### src/rtl/if_fetch_stage.sv
// Instruction fetch stage: drives IMEM address, aligns sync read data with its PC, hides IMEM latency.
// Latency: first instruction 2 cycles after reset release or redirect; then 1 instruction per cycle.
// Backpressure: stall holds the presented slot bit-stable (captured in hold_q); redirect overrides stall.
// Optional: define FETCH_PERF_CNT_EN to add fetch_count/kill_count performance counters.
module if_fetch_stage #(
    parameter logic [31:0] NOP_INSTR = 32'h00000013
) (
    input  logic        clk,
    input  logic        rst,
    input  logic [31:0] PC_rst,
    input  logic        stall,
    input  logic        redirect,
    input  logic [31:0] redirect_pc,
    output logic [31:0] imem_addr,
    input  logic [31:0] imem_rdata,
    output logic [31:0] instruction_out,
    output logic [31:0] PC_out,
    output logic        valid_out
`ifdef FETCH_PERF_CNT_EN
    ,
    output logic [31:0] fetch_count,
    output logic [31:0] kill_count
`endif
);

    // FILL: waiting for the first IMEM word of a new stream.
    // RUN:  imem_rdata belongs to pc_d1 and is forwarded directly.
    // HOLD: downstream stalled; the word for pc_d1 lives in hold_q because
    //       imem_rdata has already moved on to the word at pc_q.
    typedef enum logic [1:0] {
        FILL = 2'd0,
        RUN  = 2'd1,
        HOLD = 2'd2
    } state_t;

    state_t      state;
    logic [31:0] pc_q;
    logic [31:0] pc_d1;
    logic [31:0] hold_q;
    logic [31:0] pc_next;

    // Sequential address increment wraps naturally at 2^32.
    assign pc_next = pc_q + 32'd4;

    // Fetch state machine: reset beats redirect, redirect beats stall.
    always_ff @(posedge clk) begin
        if (rst) begin
            pc_q   <= PC_rst;
            pc_d1  <= PC_rst;
            hold_q <= NOP_INSTR;
            state  <= FILL;
        end else if (redirect) begin
            pc_q  <= redirect_pc;
            state <= FILL;
        end else begin
            case (state)
                FILL: begin
                    if (!stall) begin
                        pc_d1 <= pc_q;
                        pc_q  <= pc_next;
                        state <= RUN;
                    end
                end
                RUN: begin
                    if (stall) begin
                        hold_q <= imem_rdata;
                        state  <= HOLD;
                    end else begin
                        pc_d1 <= pc_q;
                        pc_q  <= pc_next;
                    end
                end
                HOLD: begin
                    if (!stall) begin
                        pc_d1 <= pc_q;
                        pc_q  <= pc_next;
                        state <= RUN;
                    end
                end
                default: state <= FILL;
            endcase
        end
    end

    // Output slot select; reset and redirect force a bubble in the same cycle.
    always_comb begin
        imem_addr       = rst ? PC_rst : pc_q;
        PC_out          = pc_d1;
        instruction_out = NOP_INSTR;
        valid_out       = 1'b0;
        if (!rst && !redirect) begin
            case (state)
                RUN: begin
                    instruction_out = imem_rdata;
                    valid_out       = 1'b1;
                end
                HOLD: begin
                    instruction_out = hold_q;
                    valid_out       = 1'b1;
                end
                default: begin
                    instruction_out = NOP_INSTR;
                    valid_out       = 1'b0;
                end
            endcase
        end
    end

`ifdef FETCH_PERF_CNT_EN
    // Count accepted instructions and redirect (kill) cycles; both wrap at 2^32.
    always_ff @(posedge clk) begin
        if (rst) begin
            fetch_count <= 32'd0;
            kill_count  <= 32'd0;
        end else begin
            if (valid_out && !stall && !redirect) begin
                fetch_count <= fetch_count + 32'd1;
            end
            if (redirect) begin
                kill_count <= kill_count + 32'd1;
            end
        end
    end
`endif

endmodule

### config.mk
export PLATFORM = sky130hd
export DESIGN_NAME = if_fetch_stage
export DESIGN_NICKNAME = d
export VERILOG_FILES = /design/src/rtl/if_fetch_stage.sv
export SDC_FILE = /design/constraint.sdc
export NUM_CORES = 1
export LEC_CHECK = 0
export CAP_MARGIN = 20
export CORE_MARGIN = 2
export CORE_UTILIZATION = 40
export DETAILED_ROUTE_END_ITERATION = 10
export PLACE_DENSITY = 0.81
export SLEW_MARGIN = 20
export SYNTH_ARGS = -nofsm -noshare
export SYNTH_HDL_FRONTEND = slang
export SYNTH_SLANG_ARGS = --single-unit
### constraint.sdc
create_clock -name clk -period 3.4 [get_ports clk]
set_clock_uncertainty 0.05 [all_clocks]
set_input_delay 1.02 -clock clk [delete_from_list [all_inputs] [get_ports clk]]
set_output_delay 1.02 -clock clk [all_outputs]
set_load 0.03 [all_outputs]
-- Word-level counts from Yosys, hierarchy flattened
Index checks and enable logic that the tools add are counted.
- flip-flop bits (word level): 98
- bits of input ports: 100
- output and inout bits: 97
- word-level logic and storage cells: 43
- add/subtract/negate cells: 1
- equality and inequality tests: 7
- multiplexer cells: 16
- bitwise gates (word level): 1
- reductions and logical operators: 14
- operators with widths (kind ; count):
    $mux 32 ; 10
    $pmux 32 s2 ; 1
    $add 32x3->32 const B ; 1
    $ne 2x2->1 const B ; 4
    $reduce_and 3->1 ; 2
    $reduce_or 2->1 ; 3
    $mux 2 ; 2
    $pmux 2 s2 ; 1
    $reduce_and 2->1 ; 2
    $ne 3x2->1 const B ; 1
    $reduce_bool 3->1 ; 1
    $reduce_or 3->1 ; 1
    $eq 2x1->1 const B ; 1
    $eq 2x2->1 const B ; 1
    $logic_not 1->1 ; 2
    $logic_not 2->1 ; 1
    $mux 1 ; 2
    $reduce_bool 2->1 ; 1
    $logic_and 1x1->1 ; 1
    $not 1->1 ; 1

-- Logic depth before layout (Yosys ltp)
- depth in word-level cells: 5
- depth in mapped cells: 9
- mapped depth without buffers: 6

-- Worst setup path before layout
OpenSTA, ideal clock, no wires.
- path kind: input port to flip-flop
- start: in stall
- end: reg pc_q[10], enable pin
- library setup time: 0.459 ns
- data arrival time: 3.168 ns
- data required time: 2.891 ns
- setup slack: -0.277 ns
- stages: 1
- buffers on the path: 0
- cell sequence: o21ai_0
- longest elaborated chain between the ends: 2
- ends and longest elaborated chain (element ; RTL line ; source):
    start: declaration ; 11 ; input logic stall,
    $ne 3x2->1 (no line) ; - ;
    $reduce_and 2->1 (no line) ; - ;
    end signal: assignment ; 48 ; pc_q <= PC_rst;
    end signal: assignment ; 53 ; pc_q <= redirect_pc;
    end signal: assignment ; 60 ; pc_q <= pc_next;
    end: declaration ; 37 ; logic [31:0] pc_q;
No other way between the ends.
A chain may end at the register's enable or synchronous reset.

-- Final worst setup path
- start: in imem_rdata[0]
- end: out instruction_out[0]
- longest elaborated chain between the ends: 2
- ends and longest elaborated chain (element ; RTL line ; source):
    start: declaration ; 15 ; input logic [31:0] imem_rdata,
    $pmux 32 s2 ; 92 ; case (state)
    $mux 32 ; 91 ; if (!rst && !redirect) begin
    end: declaration ; 16 ; output logic [31:0] instruction_out,
No other way between the ends.

==> results.yml <==
run_status:
  outcome: "finished clean"
grt:
  grt_overflow_total: 0
  grt_pass1_wl_um: 23120
  grt_pass1_vias: 4675
  grt_max_degree: 35
  antenna_found_initial: 0
  grtUsageTotal: 0.2167
power:
  pwr-share-comb: 0.215
  power.density_mw_per_mm2: 432.3
  ir_worst_vdd_mv: 0.1797
  seqPwrFrac: 0.445
  switchingPower_uw: 904.6
  intPower_mw: 2.354
  p_sw_frac: 0.2776
  leakagePower_nw: 2.795
  clkPwrFrac: 0.339
floorplan:
  dieWidth_um: 117.2
  dieArea_mm2: 0.01374
  coreArea_mm2: 0.01257
  num_rows: 41
  die_h_um: 117.2
  start_util: 0.4081
  ios: 197
min_path:
  min_from: "hold_q[19]"
  holdPathStages: 2
  min_to: "hold_q[19]"
  hp-class: "flip-flop to flip-flop"
sta:
  worstMarginPinSlew_ns: 0.9785
  tns_ns: 0
  rsz0062_at_grt: "false"
  finalCritPeriodShare: 0.9504
  fmax_ghz: 0.3095
  whs_ns: 0.4070
  min_period_ns: 3.231
  relSlewSlack: 0.3452
  slew_viol_final: 0
  final-hold-violation-count: 0
  setup_viol: 0
  worst_slack_ns: 0.1686
clock_tree:
  clock_latency_ns: 0.35
  cts_sinks: 98
  cts_tree: "done"
  clockRootBuffer: "clkbuf_16"
  cts_buffers: 9
  ctsHoldBuffers: 0
  clockBufferDepth: 2
  h-tree-depth: 3
  clkTransAtPathRegs_ns: 0.06
yosys:
  ys_ff_latch: 98
  yosysSeqAreaShare: 0.5074
  syn_area_per_cell_um2: 9.462
  async_reset_ff_frac: 0
  ys_types: 42
  synth_enable_flop_cells: 64
  synth_nets: 648
  yosysWarnings: 0
  syn_inst: 542
  ys.flop_type: "edfxtp_1"
  netlist_area_mm2: 0.005129
finish:
  antennaDiodeCount: 0
  layout_common_cells: "clkdlybuf4s50_1 (129), nand2_1 (92), edfxtp_1 (64)"
  syn_to_final_growth_pct: 46.96
  final_common_cell: "clkdlybuf4s50_1"
  design_area_mm2: 0.007537
  final_layout_size_suffix_gt1_frac: 0.1477
  fin_nets: 832
route:
  first_pass_iters: 5
  vias: 4896
  vias_per_cell: 5.422
  drc_errors: 0
  routed_wl_um: 15340
  final_antenna_net_count: 0
  wl_per_cell_um: 16.99
  drt_iter0_drc: 309
placement:
  place_congestion: 0.8176
  dpl.hpwl_um: 11220
  dpl_worst_slack_ns: -0.2211
  place.port_buffers: 196
  place_area_mm2: 0.007206
critical_path:
  cp-end-kind: "output pin"
  crit_arrival_ns: 2.16
  reg2reg_slack_ns: 1.18
  rr_startpoint: "state[1]"
  worst-setup-path-type: "input pin to output pin"
  worstReg2RegEnd: "hold_q[4]"
  setup.worst_path.start_class: "input pin"
  r2r_cells: 7
  cp.required_ns: 2.33
  cp_max_fo: 2
job:
  maxCapViolCount: 0
==> repair_timing <==
| action | in CTS | in global routing |
|---|---|---|
| buffers inserted | 0 | 0 |
| pin swaps | 0 | 1 |
| hold endpoints to repair | 0 | 0 |
| resized for setup | 23 | 4 |
| endpoints found under the setup margin | 15 | 6 |
==> synth_stat cells (2+ instances only) <==
| master | n | area, um^2 |
|---|---|---|
| and3_1 | 5 | 31.28 |
| nor2_1 | 42 | 157.7 |
| nand3_1 | 12 | 60.06 |
| nand4_1 | 9 | 56.30 |
| and2_1 | 3 | 18.77 |
| nor4_2 | 3 | 37.54 |
| o31ai_1 | 4 | 30.03 |
| and4_1 | 3 | 26.28 |
| ha_1 | 6 | 75.07 |
| a22oi_1 | 45 | 337.8 |
| buf_1 | 4 | 15.01 |
| mux2i_1 | 4 | 40.04 |
| nor2b_1 | 2 | 12.51 |
| xnor2_1 | 18 | 157.7 |
| dfxtp_1 | 34 | 680.7 |
| nand2_1 | 93 | 349.1 |
| a22o_1 | 2 | 17.52 |
| nor3_1 | 7 | 35.03 |
| a21oi_1 | 37 | 185.2 |
| nand2b_1 | 4 | 25.02 |
| clkbuf_1 | 33 | 123.9 |
| edfxtp_1 | 64 | 1922 |
| o21a_1 | 2 | 15.01 |
| xor2_1 | 4 | 35.03 |
| nor4_1 | 4 | 25.02 |
| or2_2 | 2 | 12.51 |
| inv_1 | 20 | 75.07 |
| o21ai_1 | 18 | 90.09 |
| mux2_2 | 20 | 225.2 |
| a221o_1 | 3 | 30.03 |
| nand3b_1 | 3 | 22.52 |
| o21ai_0 | 22 | 110.1 |
==> how the worst max path moves through the flow <==
stage,startpoint,end,slack (ns),depth (start not counted)
after floorplan,rst,imem_addr[12],0.20,3
after global placement,redirect,instruction_out[0],-0.20,5
after detailed placement,redirect,instruction_out[4],-0.22,5
after CTS,rst,imem_addr[22],0.001,4
after global routing,imem_rdata[0],instruction_out[0],0.13,3
final,imem_rdata[0],instruction_out[0],0.17,3
==> per-stage QoR <==
step	instances	utilization	total power, mW
after floorplan	542	-	1.835
after global placement	887	0.5729	2.173
after detailed placement	887	0.5733	2.192
after CTS	903	0.5989	3.283
after global routing	903	0.5997	3.383
final	903	0.5997	3.259
==> metal layers <==
layer / GRT usage / routed length [um] / part of all wire
met2: 0.3751 / 7453 / 0.49
met3: 0.05149 / 1448 / 0.094
met4: 0.08627 / 303 / 0.020
met5: 0 / 0 / 0
met1: 0.2599 / 6132 / 0.40
==> area by class of cell <==
type	count	area (um^2)
Sequential cell	98	2603
Clock buffer	13	281.5
Multi-Input combinational cell	385	2327
Timing Repair Buffer	211	1987
Fill cell	1040	5031
Clock inverter	3	45.04
Inverter	21	78.83
Tap cell	172	215.2
==> power by group through the flow <==
stage	clock, mW	sequential, mW	combinational (mW)
2_1_floorplan	0	1.54	0.299
3_3_place_gp	0	1.47	0.702
3_5_place_dp	0	1.48	0.716
4_1_cts	1.13	1.45	0.705
5_1_grt	1.17	1.46	0.749
6_report	1.11	1.45	0.701
==> state kept, by name, indices dropped and copies added, names as in the netlist <==
name and count:
state 2, hold_q 32, PC_out 32, pc_q 32
==> cell families after synthesis <==
logic type / count (synthesis) / share of synthesized area
and+or+nand+nor: 197 / 0.1808
AOI/OAI and AO/OA: 136 / 0.1644
DFF: 98 / 0.5074
buffers and inverters: 59 / 0.04342
muxes: 24 / 0.05172
xor gates and xnor gates: 22 / 0.03757
adders and majority gates: 6 / 0.01464
==> worst max-delay path: stages <==
cell             delay [ns]
clkdlybuf4s50_1        0.45
a221o_1                0.33
dlygate4sd2_1          0.36
Note: power is estimated with default switching activity, not from simulation.
